[src/rtl/axi4l_pkg.sv]
// rtl/axi4l_pkg.sv - AXI4-Lite shared types, response codes and helpers.
package axi4l_pkg;

  typedef logic [31:0] addr_t;
  typedef logic [31:0] data_t;
  typedef logic [3:0]  strb_t;

  typedef enum logic [1:0] {
    OKAY   = 2'b00,
    EXOKAY = 2'b01,
    SLVERR = 2'b10,
    DECERR = 2'b11
  } resp_t;

  localparam logic [2:0] PROT_DEFAULT = 3'b000;

  function automatic logic is_err(input resp_t resp);
    return (resp == SLVERR) || (resp == DECERR);
  endfunction

endpackage

[src/rtl/axi4l_if.sv]
// rtl/axi4l_if.sv - AXI4-Lite five-channel bus with master and slave views.
interface axi4l_if (
  input logic aclk,
  input logic aresetn
);
  import axi4l_pkg::*;

  addr_t      awaddr;
  logic [2:0] awprot;
  logic       awvalid;
  logic       awready;
  data_t      wdata;
  strb_t      wstrb;
  logic       wvalid;
  logic       wready;
  resp_t      bresp;
  logic       bvalid;
  logic       bready;
  addr_t      araddr;
  logic [2:0] arprot;
  logic       arvalid;
  logic       arready;
  data_t      rdata;
  resp_t      rresp;
  logic       rvalid;
  logic       rready;

  modport master (
    input  aclk, aresetn,
    output awaddr, awprot, awvalid, input awready,
    output wdata, wstrb, wvalid, input wready,
    input  bresp, bvalid, output bready,
    output araddr, arprot, arvalid, input arready,
    input  rdata, rresp, rvalid, output rready
  );
  modport slave (
    input  aclk, aresetn,
    input  awaddr, awprot, awvalid, output awready,
    input  wdata, wstrb, wvalid, output wready,
    output bresp, bvalid, input bready,
    input  araddr, arprot, arvalid, output arready,
    output rdata, rresp, rvalid, input rready
  );
endinterface

[src/rtl/core_if.sv]
// rtl/core_if.sv - Ibex-style core memory port (req/gnt request, rvalid response).
interface core_if;
  import axi4l_pkg::*;

  logic  req;
  logic  we;
  strb_t be;
  addr_t addr;
  data_t wdata;
  logic  gnt;
  logic  rvalid;
  data_t rdata;
  logic  err;

  modport slave  (input req, we, be, addr, wdata, output gnt, rvalid, rdata, err);
  modport master (output req, we, be, addr, wdata, input gnt, rvalid, rdata, err);
endinterface

[src/rtl/core2axi4l.sv]
// rtl/core2axi4l.sv - Core memory port to AXI4-Lite master bridge, one transaction in flight.
// Optional response timeout with drain: CORE2AXI4L_TIMEOUT_EN.
module core2axi4l
  import axi4l_pkg::*;
#(
  parameter int unsigned TIMEOUT_CYCLES = 1024
) (
  input logic     aclk,
  input logic     aresetn,
  core_if.slave   core,
  axi4l_if.master axi
);

`ifdef CORE2AXI4L_TIMEOUT_EN
  typedef enum logic [2:0] {IDLE, WRITE_ADDR, READ_ADDR, WRITE_RESP, READ_RESP, DRAIN} state_t;
`else
  typedef enum logic [2:0] {IDLE, WRITE_ADDR, READ_ADDR, WRITE_RESP, READ_RESP} state_t;
`endif

  if (TIMEOUT_CYCLES < 2) begin : g_bad_timeout
    $error("TIMEOUT_CYCLES must be at least 2");
  end

  state_t r_state;
  addr_t  r_addr;
  data_t  r_wdata;
  strb_t  r_be;
  logic   r_we;
  logic   r_awvalid, r_wvalid, r_arvalid, r_bready, r_rready;
  logic   r_aw_done, r_w_done;
  logic   r_rvalid, r_err;
  data_t  r_rdata;

  logic w_gnt, w_aw_hs, w_w_hs, w_ar_hs, w_b_hs, w_r_hs, w_aw_all, w_w_all;

  assign w_gnt    = aresetn && (r_state == IDLE);
  assign w_aw_hs  = r_awvalid && axi.awready;
  assign w_w_hs   = r_wvalid && axi.wready;
  assign w_ar_hs  = r_arvalid && axi.arready;
  assign w_b_hs   = r_bready && axi.bvalid;
  assign w_r_hs   = r_rready && axi.rvalid;
  assign w_aw_all = r_aw_done || w_aw_hs;
  assign w_w_all  = r_w_done || w_w_hs;

`ifdef CORE2AXI4L_TIMEOUT_EN
  localparam int unsigned CNT_W = $clog2(TIMEOUT_CYCLES);
  // Fires one edge early so the error pulse lands TIMEOUT_CYCLES after the grant.
  localparam logic [CNT_W-1:0] CNT_FIRE = CNT_W'(TIMEOUT_CYCLES - 2);

  logic [CNT_W-1:0] r_cnt;
  logic             w_busy, w_timeout;

  assign w_busy    = r_state inside {WRITE_ADDR, READ_ADDR, WRITE_RESP, READ_RESP};
  assign w_timeout = w_busy && (r_cnt == CNT_FIRE) && !w_b_hs && !w_r_hs;
`endif

  always_ff @(posedge aclk or negedge aresetn) begin
    if (!aresetn) begin
      r_state   <= IDLE;
      r_addr    <= '0;
      r_wdata   <= '0;
      r_be      <= '0;
      r_we      <= 1'b0;
      r_awvalid <= 1'b0;
      r_wvalid  <= 1'b0;
      r_arvalid <= 1'b0;
      r_bready  <= 1'b0;
      r_rready  <= 1'b0;
      r_aw_done <= 1'b0;
      r_w_done  <= 1'b0;
      r_rvalid  <= 1'b0;
      r_err     <= 1'b0;
      r_rdata   <= '0;
`ifdef CORE2AXI4L_TIMEOUT_EN
      r_cnt     <= '0;
`endif
    end else begin
      r_rvalid <= 1'b0;
      case (r_state)
        IDLE: begin
          if (core.req) begin
            r_addr    <= core.addr;
            r_wdata   <= core.wdata;
            r_be      <= core.be;
            r_we      <= core.we;
            r_aw_done <= 1'b0;
            r_w_done  <= 1'b0;
            if (core.we) begin
              r_awvalid <= 1'b1;
              r_wvalid  <= 1'b1;
              r_state   <= WRITE_ADDR;
            end else begin
              r_arvalid <= 1'b1;
              r_state   <= READ_ADDR;
            end
          end
        end
        WRITE_ADDR: begin
          if (w_aw_hs) begin
            r_awvalid <= 1'b0;
            r_aw_done <= 1'b1;
          end
          if (w_w_hs) begin
            r_wvalid <= 1'b0;
            r_w_done <= 1'b1;
          end
          if (w_aw_all && w_w_all) begin
            r_bready <= 1'b1;
            r_state  <= WRITE_RESP;
          end
        end
        READ_ADDR: begin
          if (w_ar_hs) begin
            r_arvalid <= 1'b0;
            r_rready  <= 1'b1;
            r_state   <= READ_RESP;
          end
        end
        WRITE_RESP: begin
          if (w_b_hs) begin
            r_bready <= 1'b0;
            r_rvalid <= 1'b1;
            r_err    <= is_err(axi.bresp);
            r_rdata  <= '0;
            r_state  <= IDLE;
          end
        end
        READ_RESP: begin
          if (w_r_hs) begin
            r_rready <= 1'b0;
            r_rvalid <= 1'b1;
            r_err    <= is_err(axi.rresp);
            r_rdata  <= axi.rdata;
            r_state  <= IDLE;
          end
        end
`ifdef CORE2AXI4L_TIMEOUT_EN
        DRAIN: begin
          if (w_aw_hs) begin
            r_awvalid <= 1'b0;
            r_aw_done <= 1'b1;
          end
          if (w_w_hs) begin
            r_wvalid <= 1'b0;
            r_w_done <= 1'b1;
          end
          if (w_ar_hs) begin
            r_arvalid <= 1'b0;
            r_rready  <= 1'b1;
          end
          if (r_we && w_aw_all && w_w_all && !r_bready) r_bready <= 1'b1;
          // The late response is swallowed; the core already got its error.
          if (w_b_hs || w_r_hs) begin
            r_bready <= 1'b0;
            r_rready <= 1'b0;
            r_state  <= IDLE;
          end
        end
`endif
        default: r_state <= IDLE;
      endcase
`ifdef CORE2AXI4L_TIMEOUT_EN
      if (w_gnt && core.req) r_cnt <= '0;
      else if (w_busy)       r_cnt <= r_cnt + 1'b1;
      if (w_timeout) begin
        r_rvalid <= 1'b1;
        r_err    <= 1'b1;
        r_rdata  <= '0;
        r_state  <= DRAIN;
      end
`endif
    end
  end

  assign core.gnt    = w_gnt;
  assign core.rvalid = r_rvalid;
  assign core.rdata  = r_rdata;
  assign core.err    = r_err;

  assign axi.awaddr  = r_addr;
  assign axi.awprot  = PROT_DEFAULT;
  assign axi.awvalid = r_awvalid;
  assign axi.wdata   = r_wdata;
  assign axi.wstrb   = r_be;
  assign axi.wvalid  = r_wvalid;
  assign axi.bready  = r_bready;
  assign axi.araddr  = r_addr;
  assign axi.arprot  = PROT_DEFAULT;
  assign axi.arvalid = r_arvalid;
  assign axi.rready  = r_rready;

endmodule

[src/flat_wrapper.sv]
// flat-port wrapper written by rule: the top's interface ports become plain ports
module core2axi4l_flat import axi4l_pkg::*;
#(
  parameter int unsigned TIMEOUT_CYCLES = 1024
)
  (aclk, aresetn, core_req, core_we, core_be, core_addr, core_wdata, core_gnt, core_rvalid, core_rdata, core_err, axi_awaddr, axi_awprot, axi_awvalid, axi_awready, axi_wdata, axi_wstrb, axi_wvalid, axi_wready, axi_bresp, axi_bvalid, axi_bready, axi_araddr, axi_arprot, axi_arvalid, axi_arready, axi_rdata, axi_rresp, axi_rvalid, axi_rready);
  core_if core_i ();
  axi4l_if axi_i (.aclk(aclk), .aresetn(aresetn));
  input logic aclk;
  input logic aresetn;
  input wire logic [$bits(core_i.req)-1:0] core_req;
  input wire logic [$bits(core_i.we)-1:0] core_we;
  input wire logic [$bits(core_i.be)-1:0] core_be;
  input wire logic [$bits(core_i.addr)-1:0] core_addr;
  input wire logic [$bits(core_i.wdata)-1:0] core_wdata;
  output wire logic [$bits(core_i.gnt)-1:0] core_gnt;
  output wire logic [$bits(core_i.rvalid)-1:0] core_rvalid;
  output wire logic [$bits(core_i.rdata)-1:0] core_rdata;
  output wire logic [$bits(core_i.err)-1:0] core_err;
  output wire logic [$bits(axi_i.awaddr)-1:0] axi_awaddr;
  output wire logic [$bits(axi_i.awprot)-1:0] axi_awprot;
  output wire logic [$bits(axi_i.awvalid)-1:0] axi_awvalid;
  input wire logic [$bits(axi_i.awready)-1:0] axi_awready;
  output wire logic [$bits(axi_i.wdata)-1:0] axi_wdata;
  output wire logic [$bits(axi_i.wstrb)-1:0] axi_wstrb;
  output wire logic [$bits(axi_i.wvalid)-1:0] axi_wvalid;
  input wire logic [$bits(axi_i.wready)-1:0] axi_wready;
  input wire logic [$bits(axi_i.bresp)-1:0] axi_bresp;
  input wire logic [$bits(axi_i.bvalid)-1:0] axi_bvalid;
  output wire logic [$bits(axi_i.bready)-1:0] axi_bready;
  output wire logic [$bits(axi_i.araddr)-1:0] axi_araddr;
  output wire logic [$bits(axi_i.arprot)-1:0] axi_arprot;
  output wire logic [$bits(axi_i.arvalid)-1:0] axi_arvalid;
  input wire logic [$bits(axi_i.arready)-1:0] axi_arready;
  input wire logic [$bits(axi_i.rdata)-1:0] axi_rdata;
  input wire logic [$bits(axi_i.rresp)-1:0] axi_rresp;
  input wire logic [$bits(axi_i.rvalid)-1:0] axi_rvalid;
  output wire logic [$bits(axi_i.rready)-1:0] axi_rready;
  assign core_i.req = core_req;
  assign core_i.we = core_we;
  assign core_i.be = core_be;
  assign core_i.addr = core_addr;
  assign core_i.wdata = core_wdata;
  assign core_gnt = core_i.gnt;
  assign core_rvalid = core_i.rvalid;
  assign core_rdata = core_i.rdata;
  assign core_err = core_i.err;
  assign axi_awaddr = axi_i.awaddr;
  assign axi_awprot = axi_i.awprot;
  assign axi_awvalid = axi_i.awvalid;
  assign axi_i.awready = axi_awready;
  assign axi_wdata = axi_i.wdata;
  assign axi_wstrb = axi_i.wstrb;
  assign axi_wvalid = axi_i.wvalid;
  assign axi_i.wready = axi_wready;
  assign axi_i.bresp = axi_bresp;
  assign axi_i.bvalid = axi_bvalid;
  assign axi_bready = axi_i.bready;
  assign axi_araddr = axi_i.araddr;
  assign axi_arprot = axi_i.arprot;
  assign axi_arvalid = axi_i.arvalid;
  assign axi_i.arready = axi_arready;
  assign axi_i.rdata = axi_rdata;
  assign axi_i.rresp = axi_rresp;
  assign axi_i.rvalid = axi_rvalid;
  assign axi_rready = axi_i.rready;
  core2axi4l #(.TIMEOUT_CYCLES(TIMEOUT_CYCLES)) u_core (.aclk(aclk), .aresetn(aresetn), .core(core_i), .axi(axi_i));
endmodule
[config.mk]
export PLATFORM = sky130hd
export DESIGN_NAME = core2axi4l_flat
export DESIGN_NICKNAME = d
export VERILOG_FILES = /design/src/rtl/axi4l_pkg.sv /design/src/rtl/axi4l_if.sv /design/src/rtl/core_if.sv /design/src/rtl/core2axi4l.sv /design/src/flat_wrapper.sv
export SDC_FILE = /design/constraint.sdc
export NUM_CORES = 1
export LEC_CHECK = 0
export ABC_AREA = 1
export CAP_MARGIN = 20
export CORE_MARGIN = 10
export CORE_UTILIZATION = 39
export DETAILED_ROUTE_END_ITERATION = 16
export GPL_TIMING_DRIVEN = 0
export PLACE_DENSITY = 0.81
export REMOVE_ABC_BUFFERS = 1
export SETUP_SLACK_MARGIN = 0.02
export SYNTH_ARGS = -nofsm -noshare
export SYNTH_HDL_FRONTEND = slang
export SYNTH_SLANG_ARGS = --single-unit
[constraint.sdc]
create_clock -name aclk -period 2.1 [get_ports aclk]
set_clock_uncertainty 0.15 [all_clocks]
set_input_delay 0.42 -clock aclk [delete_from_list [all_inputs] [get_ports aclk]]
set_output_delay 0.42 -clock aclk [all_outputs]
set_load 0.05 [all_outputs]
### Word-level counts from Yosys, hierarchy flattened

Index checks and enable logic that the tools add are counted.

| word-level totals | value |
|---|---|
| logic and storage cells | 95 |
| output and inout port bits | 146 |
| register bits | 112 |

| operators by class | value |
|---|---|
| equality and inequality tests | 17 |
| reductions and logical operators | 27 |
| mux-type cells | 37 |

Operators by type and width:

| operator | count |
|---|---|
| 32-bit 2-to-1 mux | 2 |
| 32-bit case mux with 2 select lines | 1 |
| 1-bit 2-to-1 mux | 18 |
| 1-bit case mux with 2 select lines | 9 |
| 3-bit 2-to-1 mux | 5 |
| 3-bit case mux with 5 select lines | 1 |
| 3-bit AND reduction | 5 |
| 2-bit by 1-bit inequality test with 1-bit output, second input constant | 6 |
| 4-bit AND reduction | 3 |
| 2-bit nonzero test | 5 |
| 2-bit == test, second input constant | 4 |
| 1-bit logical AND | 7 |
| 3-bit by 2-bit == test with 1-bit output, second input constant | 2 |
| 2-bit inequality test, second input constant | 3 |
| 5-bit AND reduction | 1 |
| 1-bit logical OR | 4 |
| 3-bit by 1-bit == test with 1-bit output, second input constant | 1 |
| 3-bit == test, second input constant | 1 |
| 3-bit zero test | 1 |
| 2-bit 2-to-1 mux | 1 |
| 2-bit AND reduction | 1 |

### Longest topological paths before layout

Gate-level depths: netlist (run 1).

| logic depth | value |
|---|---|
| depth after elaboration | 5 |
| gate-level depth with buffers | 9 |
| depth with buffers taken out | 8 |

### Worst setup path after synthesis (run 1)

OpenSTA, ideal clock, no wires.

| timing path | value |
|---|---|
| path kind | register to output |
| from | register u_core.r_state[2] |
| to | output port core_gnt |
| data arrival time | 1.350 ns |
| required time | 1.530 ns |
| slack | 0.180 ns |
| cell stages (with the launch flop) | 5 |
| cells stage by stage | dfrtp_1 buf_2 nor2_4 nand2_2 nor2_1 |

| between the ends | value |
|---|---|
| cells in the longest elaborated chain, start to end | 2 |

RTL lines:

| item | RTL line | source |
|---|---|---|
| start, declared | core2axi4l.sv:24 | `state_t r_state;` |
| start signal, assigned | core2axi4l.sv:59 | `r_state <= IDLE;` |
| start signal, assigned | core2axi4l.sv:91 | `r_state <= WRITE_ADDR;` |
| start signal, assigned | core2axi4l.sv:94 | `r_state <= READ_ADDR;` |
| 3-bit zero test | core2axi4l.sv:36 | `assign w_gnt = aresetn && (r_state == IDLE);` |
| 1-bit logical AND | core2axi4l.sv:36 |  |
| end, declared | flat_wrapper.sv:16 | `output wire logic [$bits(core_i.gnt)-1:0] core_gnt;` |

No other way between the ends.

### Final worst setup path (run 1)

| timing path | value |
|---|---|
| from | register u_core.r_state[0] |
| to | register u_core.r_rdata[30] (netlist: u_core.core.rdata[30]) |

| between the ends | value |
|---|---|
| cells in the longest elaborated chain, start to end | 3 |
| elaborated cells on any way between the ends | 7 |
| those cells by class | eq/ne (4); mux (1); reduce/logical (2) |

RTL lines:

| item | RTL line | source |
|---|---|---|
| 3-bit == test / 3-bit by 2-bit == test with 1-bit output (equally long branches) | core2axi4l.sv:79 | `case (r_state)` |
| 2-bit by 1-bit inequality test with 1-bit output (no line) / 2-bit nonzero test (equally long branches) | -- |  |
| 3-bit AND reduction (no line) | -- |  |
| end signal, assigned | core2axi4l.sv:133 | `r_rdata <= axi.rdata;` |
| end, declared | core2axi4l.sv:32 | `data_t r_rdata;` |

Parallel ways exist; a longest one is shown, timed or not.
A chain may end at the register's enable or synchronous reset.

==> results.sh, run 1 <==
export IMPL_die_h_um=130.0
export IMPL_yosys_top_cells_area="dfrtp_1 59%, nand2_1 24%, buf_4 6.5%, nand3_1 4.1%, buf_2 2.0%"
export IMPL_p_leak_nw=4.051
export IMPL_area_sequential_um2=2805
export IMPL_row_count=40
export IMPL_finalMaxSlewViolations=0
export IMPL_drt_total_wl_mm=15.91
export IMPL_grt_pass1_wl_mm=24.05
export IMPL_yosysTopAreaCellShare_pct=59.40
export IMPL_cap_violations=0
export IMPL_ios=259
export IMPL_maxSlewHeadroom_pct=49.52
export IMPL_dr_wl_met2_mm=8.160
export IMPL_hpwl_mm=11.95
export IMPL_cts_buffers=9
export IMPL_start_util_pct=39.61
export IMPL_hold_class="primary input to asynchronous set/reset pin"
export IMPL_core_um2=11910
export IMPL_pre_cts_ws_ns=-0.7863
export IMPL_gp_congestion=0.8214
export IMPL_first_pass_iters=4
export IMPL_cts_tree="built"
export IMPL_synth_most_common_cell="nand2_1"
export IMPL_end_kind="flop"
export IMPL_top_layer="met4"
export IMPL_cts_clk_slew_worst_paths_ns=0.07
export IMPL_antenna_cells=0
export IMPL_hold_slack_ns=-0.08225
export IMPL_hold_violations=66
export IMPL_synthesis_area_um2=4718
export IMPL_routed_wl_met3_mm=1.441
export IMPL_setup_viol=0
export IMPL_pwr_density_cell_nw_per_um2=1961
export IMPL_numClockSinks=112
export IMPL_ys_warn_count=0
export IMPL_utilization_pct=61.45
export IMPL_overflow=0
export IMPL_synth_area_per_cell_um2=8.642
export IMPL_violations="negative hold slack"
export IMPL_multi_input_area_um2=1501
export IMPL_num_vias=4276
export IMPL_period_minus_slack_ns=2.008
export IMPL_drive_above_1_share_pct=4.954
export IMPL_drt_iter0_markers=348
export IMPL_async_reset_ff_share_pct=100.0
export IMPL_clockRootBuffer="clkbuf_16"
export IMPL_critPathArrivalTime_ns=2.08
export IMPL_dieWidth_um=130.0
export IMPL_yosys_most_used_dff="dfrtp_1"
export IMPL_antenna_found_initial=1
export IMPL_peakVddDrop_mv=1.156
export IMPL_grt_use_total_pct=18.20
export IMPL_nets=875
export IMPL_status="complete, but fails checks"
export IMPL_synth_edf_count=0
export IMPL_required_ns=2.17
export IMPL_tightest_slew_ns=0.7564
export IMPL_seq_area_frac_synth_pct=59.40
export IMPL_clock_latency_ns=0.34
export IMPL_rsz0062_at_grt="false"
export IMPL_syn2layout_area_growth_pct=55.13
export IMPL_final_antenna_net_count=0
export IMPL_fmax_ghz=0.4980
export IMPL_drcViolationCount=0
export IMPL_crit_fanout=17
export IMPL_synth_distinct_cells=19
export IMPL_yosysTopAreaCell="dfrtp_1"
export IMPL_start_kind="flop"
export IMPL_htreeDepth=3
export IMPL_wl_met1_mm=5.901
export IMPL_synth_seq_cells=112
export IMPL_post_route_period_util_pct=95.62
export IMPL_path_class="flop to flop"
export IMPL_portBuffers=250
export IMPL_grt_pass1_vias=4373
export IMPL_worst_slack_ns=0.09192
export IMPL_wl_per_cell_um=17.41
export IMPL_syn_inst=546
export IMPL_synth_common_cells="299 x nand2_1, 112 x dfrtp_1, 41 x buf_4"
export IMPL_fillers=1046
export IMPL_clockBufferDepth=2
export IMPL_via_per_inst=4.678
export IMPL_dieArea_um2=16900
export IMPL_grt_max_degree=69
## cell type report
class / instances / share of cell area (%)
clock inverter: 6 / 1.265
sequential: 112 / 38.32
inverter: 10 / 0.5812
timing repair buffer: 260 / 33.68
tap: 147 / 2.513
clock buffer: 10 / 3.128
multi-input combinational: 369 / 20.51
## cell usage in the layout (no fill, tap or decap), drive strengths merged
master           n
inv             11
clkdlybuf4s50  109
clkinv           1
a21oi            1
bufinv           2
clkbuf          11
dlygate4sd2    138
clkinvlp         2
buf             11
conb             6
nand2          300
o21ai            6
nor3             1
dlymetal6s2s     1
a21boi           1
nand4            3
nand3           39
dfrtp          112
nor2            11
o22ai            1
## critical path, stage by stage (launching register included)
cell and delay (ns):
dfrtp_2 0.45, nor2_1 0.40, nand4_2 0.56, nand3_1 0.25, nand2_1 0.08
## routing by layer
layer | vias to the layer above | track usage [%]
li1 | 2070 | -
met4 | 0 | 6.746
met3 | 25 | 7.424
met5 | - | 0
met2 | 147 | 31.51
met1 | 2034 | 19.59
## where the power goes
group / total, mW / leakage [nW] / switching (mW) / internal (mW)
Clock: 1.85 / 0.149 / 0.794 / 1.05
Combinational: 8.64 / 2.49 / 6.59 / 2.05
Sequential: 3.87 / 1.42 / 0.677 / 3.19
Total: 14.4 / 4.05 / 8.06 / 6.29
## registers in the layout (all words and copies together), names as in the netlist, 3 cells and up
register,flops
u_core.axi.araddr,32
u_core.axi.wdata,32
u_core.axi.wstrb,4
u_core.core.rdata,32
u_core.r_state,3
## through the flow
step	setup TNS, ns	cell area (um^2)	total power [mW]	instances	hold WS (ns)
2_1_floorplan	-29.19	4312	9.748	489	-0.02559
3_3_place_gp	-565.22	6998	13.19	886	0.3035
3_5_place_dp	-67.51	7078	13.44	890	0.3082
4_1_cts	0	7256	14.42	908	-0.05594
5_1_grt	0	7320	15.11	914	-0.05081
6_report	0	7320	14.35	914	-0.08225
## kinds of logic (layout without fill, tap and decap cells)
logic type | count (synthesis) | count (layout) | synth area share (%)
buf+inv | 72 | 286 | 9.812
other cells | 1 | 6 | 0.07948
compound gates | 9 | 9 | 1.034
flops | 112 | 112 | 59.40
simple gates | 352 | 354 | 29.67
## path summary, 6_finish.rpt
check,from,endpoint,slack (ns),depth (start not counted)
max,u_core.r_state[0]$_DFFE_PN0P_,u_core.core.rdata[30]$_DFFE_PN0P_,0.09,4
min,aresetn,u_core.axi.wdata[20]$_DFFE_PN0P_,-0.08,1
max reg2reg,u_core.r_state[0]$_DFFE_PN0P_,u_core.core.rdata[30]$_DFFE_PN0P_,0.09,4
min reg2reg,u_core.axi.wdata[16]$_DFFE_PN0P_,u_core.axi.wdata[16]$_DFFE_PN0P_,0.32,2
max in group asynchronous,aresetn,u_core.r_state[2]$_DFFE_PN0P_,1.24,2
min in group aclk,u_core.axi.wdata[16]$_DFFE_PN0P_,u_core.axi.wdata[16]$_DFFE_PN0P_,0.32,2
## what timing repair did
| item | CTS | global route |
|---|---|---|
| pin swaps | 2 | 1 |
| cloned | 1 | 1 |
| resized for setup | 148 | 6 |
| setup endpoints to repair | 244 | 35 |
| buffers inserted | 1 | 5 |
| hold endpoints to repair | 66 | 66 |
Note: power is estimated with default switching activity, not from simulation.
==> run 2: changes to the inputs <==
--- a/config.mk
+++ b/config.mk
@@ -14,6 +14,8 @@
 export PLACE_DENSITY = 0.81
 export REMOVE_ABC_BUFFERS = 1
 export SETUP_SLACK_MARGIN = 0.02
+export SLEW_MARGIN = 15
 export SYNTH_ARGS = -nofsm -noshare
 export SYNTH_HDL_FRONTEND = slang
 export SYNTH_SLANG_ARGS = --single-unit
+export TNS_END_PERCENT = 30
==> run 2 against run 1 <==
  * The flow now finishes without violations
  * First-iteration DRC count is 13% lower
  * Via count is 0.37% lower
  * Critical path depth grew 1
  * Non-clock buffer count decreased by 1
  * Cell area grew 0.14%
  * Count of clock-buffer cells in the layout grew 2
  * Worst setup slack got worse by 0.053 ns
  * Utilization rose by 0.084 points
  * Flip-flop and latch count unchanged
  * Sequential power hardly changed
  * Fmax fell by 2.6%
  * Clock power decreased by 8%
  * Largest cell class unchanged
==> results.sh, run 2 (synthesized netlist as in run 1, its figures left out) <==
export IMPL_cap_violations=0
export IMPL_overflow=0
export IMPL_final_common_cell="nand2_1"
export IMPL_grt_pass1_wl_mm=24.11
export IMPL_clockBufferDepth=2
export IMPL_period_minus_slack_ns=2.061
export IMPL_hold_depth=2
export IMPL_num_vias=4260
export IMPL_clock_latency_ns=0.34
export IMPL_r2r_start="u_core.r_state[0]$_DFFE_PN0P_"
export IMPL_required_ns=1.53
export IMPL_peakVddDrop_mv=1.175
export IMPL_via_per_inst=4.676
export IMPL_wl_per_cell_um=17.41
export IMPL_clockRootBuffer="clkbuf_16"
export IMPL_pre_cts_ws_ns=-0.7829
export IMPL_tns_ns=0
export IMPL_rsz0062_at_grt="true"
export IMPL_cts_buffers=9
export IMPL_drt_total_wl_mm=15.86
export IMPL_drt_iter0_markers=302
export IMPL_path_class="primary input to output pin"
export IMPL_status="completed"
export IMPL_ios=259
export IMPL_antenna_cells=0
export IMPL_grt_pass1_vias=4454
export IMPL_cts_tree="built"
export IMPL_dieArea_um2=16900
export IMPL_core_um2=11910
export IMPL_fillers=1039
export IMPL_grt_max_degree=83
export IMPL_intPower_mw=6.178
export IMPL_drive_above_1_share_pct=4.058
export IMPL_syn2layout_area_growth_pct=55.34
export IMPL_final_cell_area_um2=7330
export IMPL_dieWidth_um=130.0
export IMPL_first_pass_iters=4
export IMPL_p_sw_share_pct=56.45
export IMPL_placed_cell_area_um2=7084
export IMPL_start_kind="primary input"
export IMPL_crit_fanout=3
export IMPL_numClockSinks=112
export IMPL_hp_start="u_core.axi.wdata[2]$_DFFE_PN0P_"
export IMPL_post_route_period_util_pct=98.13
export IMPL_pwr_density_cell_nw_per_um2=1935
export IMPL_nets=873
export IMPL_final_antenna_net_count=0
export IMPL_die_h_um=130.0
export IMPL_hpwl_mm=11.85
export IMPL_hold_end="u_core.axi.wdata[2]$_DFFE_PN0P_"
export IMPL_cts_clk_slew_worst_paths_ns=0.06
export IMPL_hold_class="flop to flop"
export IMPL_row_count=40
export IMPL_reg2reg_slack_ns=0.20
export IMPL_final_cell_mix="299 x nand2_1, 138 x dlygate4sd2_1, 111 x dfrtp_1, 109 x clkdlybuf4s50_1, 39 x nand3_1"
export IMPL_gp_congestion=0.8214
export IMPL_seq_power_share_pct=27.3
export IMPL_clockPowerShare_pct=12.0
export IMPL_hold_slack_ns=0.3161
export IMPL_tightest_slew_ns=0.7560
export IMPL_drcViolationCount=0
export IMPL_reg2reg_to="u_core.core.rdata[30]$_DFFE_PN0P_"
export IMPL_maxSlewHeadroom_pct=49.60
export IMPL_end_kind="output pin"
export IMPL_start_util_pct=39.61
export IMPL_critPathArrivalTime_ns=1.49
export IMPL_p_sw_mw=8.007
export IMPL_utilization_pct=61.53
export IMPL_setup_viol=0
export IMPL_worst_slack_ns=0.03925
export IMPL_portBuffers=250
export IMPL_p_leak_nw=4.059
export IMPL_hold_violations=0
export IMPL_grt_use_total_pct=18.38
export IMPL_antenna_found_initial=0
export IMPL_reg2reg_depth=4
export IMPL_finalMaxSlewViolations=0
export IMPL_htreeDepth=3
export IMPL_fmax_ghz=0.4853
export IMPL_pwr_share_comb_pct=60.7
## run 2: cell count changes in the layout (fill, tap and decap cells not counted), moves of 2 or more
cell / delta
buf_4: -5
buf_12: +4
inv_6: -2
nor2_2: -2
## run 2: cell type report
class | instances | area, um^2 | share of cell area (%)
clock inverter | 3 | 42.54 | 0.5804
sequential | 112 | 2804 | 38.26
inverter | 10 | 47.55 | 0.6487
multi-input combinational | 368 | 1501 | 20.48
clock buffer | 12 | 246.5 | 3.363
timing repair buffer | 259 | 2504 | 34.16
tap | 147 | 183.9 | 2.509
## run 2: worst max path at each step
stage | startpoint | slack (ns) | endpoint
2_1_floorplan | u_core.r_state[2]$_DFFE_PN0P_ | -0.43 | u_core.r_w_done$_DFFE_PN0P_
3_3_place_gp | aresetn | -4.14 | core_gnt
3_5_place_dp | axi_rvalid | -0.78 | u_core.core.rdata[3]$_DFFE_PN0P_
4_1_cts | u_core.r_state[0]$_DFFE_PN0P_ | 0.03 | u_core.core.rdata[21]$_DFFE_PN0P_
5_1_grt | u_core.r_state[2]$_DFFE_PN0P_ | -0.008 | core_gnt
6_report | aresetn | 0.04 | core_gnt
## run 2: timing repair
| item | in CTS | in global routing |
|---|---|---|
| pin swaps | 1 | 1 |
| endpoints found under the setup margin | 174 | 35 |
| setup buffers | 0 | 3 |
| cloned | 0 | 1 |
| endpoints found under the hold margin | 30 | 0 |
| resized for setup | 148 | 3 |
| hold buffers | 2 | 0 |
## run 2: worst max-delay path: stages
cell           delay, ns
dlygate4sd3_1       0.55
buf_6               0.14
inv_1               0.04
nor2_1              0.12
buf_4               0.22
## run 2: power groups by stage
stage | clock network, mW | logic [mW] | registers, mW
floorplan | 0 | 1.46 | 8.29
detailed placement | 0 | 9.52 | 3.92
global placement | 0 | 9.34 | 3.86
CTS | 1.75 | 8.67 | 3.85
global route | 1.84 | 9.11 | 4.01
finish | 1.70 | 8.61 | 3.87
## run 2: metal layers
metal,track usage [%],up-vias,routed length (um)
met5,0,-,0
met4,8.466,0,476
met3,7.221,28,1469
met2,31.18,169,7990
met1,19.86,1995,5927
li1,-,2068,-
## run 2: stage by stage
step | std cells | power [mW]
final | 911 | 14.19
after global routing | 911 | 14.96
after CTS | 907 | 14.27
after detailed placement | 890 | 13.44
after global placement | 886 | 13.19
after floorplan | 489 | 9.748
==> run 3: changes to the inputs <==
--- a/config.mk
+++ b/config.mk
@@ -7,11 +7,13 @@
 export LEC_CHECK = 0
 export ABC_AREA = 1
 export CAP_MARGIN = 20
+export CELL_PAD_IN_SITES_DETAIL_PLACEMENT = 1
+export CELL_PAD_IN_SITES_GLOBAL_PLACEMENT = 1
 export CORE_MARGIN = 10
-export CORE_UTILIZATION = 39
+export CORE_UTILIZATION = 27
 export DETAILED_ROUTE_END_ITERATION = 16
 export GPL_TIMING_DRIVEN = 0
-export PLACE_DENSITY = 0.81
+export PLACE_DENSITY_LB_ADDON = 0.1
 export REMOVE_ABC_BUFFERS = 1
 export SETUP_SLACK_MARGIN = 0.02
 export SLEW_MARGIN = 15
==> run 3 against run 2 <==
  * Utilization fell by 18 points
  * Fmax rose by 0.51%
  * Worst setup slack improved by 0.010 ns
  * Register-to-register slack barely moved
  * Via count fell by 0.42%
  * First-iteration DRC count fell by 50%
  * Routed wire length rose by 12%
  * Cell area rose by 1.2%
  * Die area rose by 37%
  * Critical path depth fell by 4
  * Count of clock-buffer cells in the layout fell by 2
  * Largest cell class unchanged
  * Highest routed layer unchanged
==> results.sh, run 3 (synthesized netlist as in run 1, its figures left out) <==
export IMPL_core_um2=17240
export IMPL_period_minus_slack_ns=2.050
export IMPL_final_common_cell="nand2_1"
export IMPL_dieWidth_um=152.2
export IMPL_via_per_inst=4.289
export IMPL_p_leak_nw=4.028
export IMPL_htreeDepth=3
export IMPL_reg2reg_to="u_core.core.rdata[14]$_DFFE_PN0P_"
export IMPL_critPathSlowestCell="clkdlybuf4s50_1"
export IMPL_gp_congestion=0.7458
export IMPL_clockRootBuffer="clkbuf_16"
export IMPL_nets=872
export IMPL_start_kind="flop"
export IMPL_path_class="flop to output pin"
export IMPL_row_count=48
export IMPL_cp_top_family="buffers and inverters"
export IMPL_fmax_ghz=0.4877
export IMPL_first_pass_iters=4
export IMPL_numClockSinks=112
export IMPL_cp_num_buf_inv=1
export IMPL_hold_end="u_core.axi.wdata[28]$_DFFE_PN0P_"
export IMPL_placed_cell_area_um2=7172
export IMPL_maxSlewHeadroom_pct=51.39
export IMPL_grt_use_total_pct=14.68
export IMPL_cap_violations=0
export IMPL_ios=259
export IMPL_tightest_slew_ns=0.7291
export IMPL_cts_clk_slew_worst_paths_ns=0.07
export IMPL_path_cells="clkdlybuf4s50_1"
export IMPL_status="completed"
export IMPL_antenna_cells=0
export IMPL_slowest_delay_ns=0.80
export IMPL_final_cell_area_um2=7420
export IMPL_overflow=0
export IMPL_rsz0062_at_grt="true"
export IMPL_clock_latency_ns=0.35
export IMPL_pre_cts_ws_ns=-0.9984
export IMPL_num_vias=4242
export IMPL_grt_pass1_wl_mm=27.22
export IMPL_post_route_period_util_pct=97.64
export IMPL_tns_ns=0
export IMPL_syn2layout_area_growth_pct=57.25
export IMPL_crit_fanout=1
export IMPL_hp_start="u_core.axi.wdata[28]$_DFFE_PN0P_"
export IMPL_start_util_pct=27.37
export IMPL_finalMaxSlewViolations=0
export IMPL_setup_viol=0
export IMPL_pwr_density_cell_nw_per_um2=1938
export IMPL_hold_class="flop to flop"
export IMPL_antenna_found_initial=0
export IMPL_r2r_start="u_core.r_state[0]$_DFFE_PN0P_"
export IMPL_final_cell_mix="299 x nand2_1, 138 x dlygate4sd2_1, 110 x clkdlybuf4s50_1, 110 x dfrtp_1, 38 x nand3_1"
export IMPL_grt_pass1_vias=4693
export IMPL_cts_tree="built"
export IMPL_required_ns=1.53
export IMPL_hpwl_mm=12.92
export IMPL_hold_depth=2
export IMPL_grtUsageMet3_pct=8.496
export IMPL_drt_total_wl_mm=17.79
export IMPL_peakVddDrop_mv=0.8498
export IMPL_grt_max_degree=70
export IMPL_busiest_layer="met2"
export IMPL_portBuffers=250
export IMPL_dieArea_um2=23160
export IMPL_drive_above_1_share_pct=4.581
export IMPL_final_antenna_net_count=0
export IMPL_hold_violations=0
export IMPL_drcViolationCount=0
export IMPL_met2_usage_pct=24.36
export IMPL_clockBufferDepth=2
export IMPL_grt_use_met1_pct=15.25
export IMPL_drt_iter0_markers=152
export IMPL_critPathArrivalTime_ns=1.48
export IMPL_reg2reg_slack_ns=0.19
export IMPL_worst_slack_ns=0.04964
export IMPL_crit_start="u_core.core.rvalid$_DFF_PN0_"
export IMPL_die_h_um=152.2
export IMPL_crit_cells=1
export IMPL_wl_per_cell_um=17.99
export IMPL_fillers=2003
export IMPL_cts_buffers=9
export IMPL_reg2reg_depth=5
export IMPL_end_kind="output pin"
run 3: worst max path at each step:
stage	end	slack (ns)
5_1_grt	core_rvalid	0.009
4_1_cts	u_core.core.rdata[14]$_DFFE_PN0P_	0.02
6_report	core_rvalid	0.05
2_1_floorplan	u_core.r_w_done$_DFFE_PN0P_	-0.43
3_5_place_dp	u_core.core.rdata[14]$_DFFE_PN0P_	-1.0
3_3_place_gp	core_gnt	-4.53
run 3: cell type report:
class,count,area [um^2],share of cell area [%]
flip-flops and latches,112,2805,37.81
repair buffers,258,2456,33.10
multi-input cells,368,1508,20.32
well taps,225,281.5,3.794
clock buffers,10,229.0,3.086
clock inverters,6,92.59,1.248
inverters,10,47.55,0.6408
run 3: repair_timing:
item,in CTS,in global routing
resized for setup,150,2
endpoints found under the setup margin,174,35
buffers inserted,0,3
hold buffers,2,0
pin swaps,0,1
cloned,0,1
endpoints found under the hold margin,43,0
run 3: per-layer routing:
metal / up-vias / wire length, um
met5: - / 0
met3: 19 / 2145
met4: 0 / 294
met2: 151 / 8666
met1: 2013 / 6682
li1: 2059 / -
run 3: metrics by stage:
stage | cells | power, mW | utilization (%) | hold WS (ns)
3_5_place_dp | 967 | 13.50 | 41.61 | 0.2372
5_1_grt | 989 | 15.26 | 43.05 | 0.3472
4_1_cts | 985 | 14.57 | 42.83 | 0.3267
3_3_place_gp | 964 | 13.29 | 41.17 | 0.3024
2_1_floorplan | 489 | 9.748 | - | -0.02559
6_report | 989 | 14.38 | 43.05 | 0.3198
run 3: worst register-to-register path, delay by kind of cell, from the launching register on:
| kind | cells | cell delay [ns] |
|---|---|---|
| and+or+nand+nor | 4 | 0.90 |
| DFF | 1 | 0.47 |
| buffers and inverters | 1 | 0.32 |
run 3: power by group:
group / switching, mW / total [mW] / internal, mW
Combinational: 6.59 / 8.63 / 2.04
Clock: 0.830 / 1.88 / 1.05
Sequential: 0.678 / 3.86 / 3.19
Total: 8.10 / 14.4 / 6.28
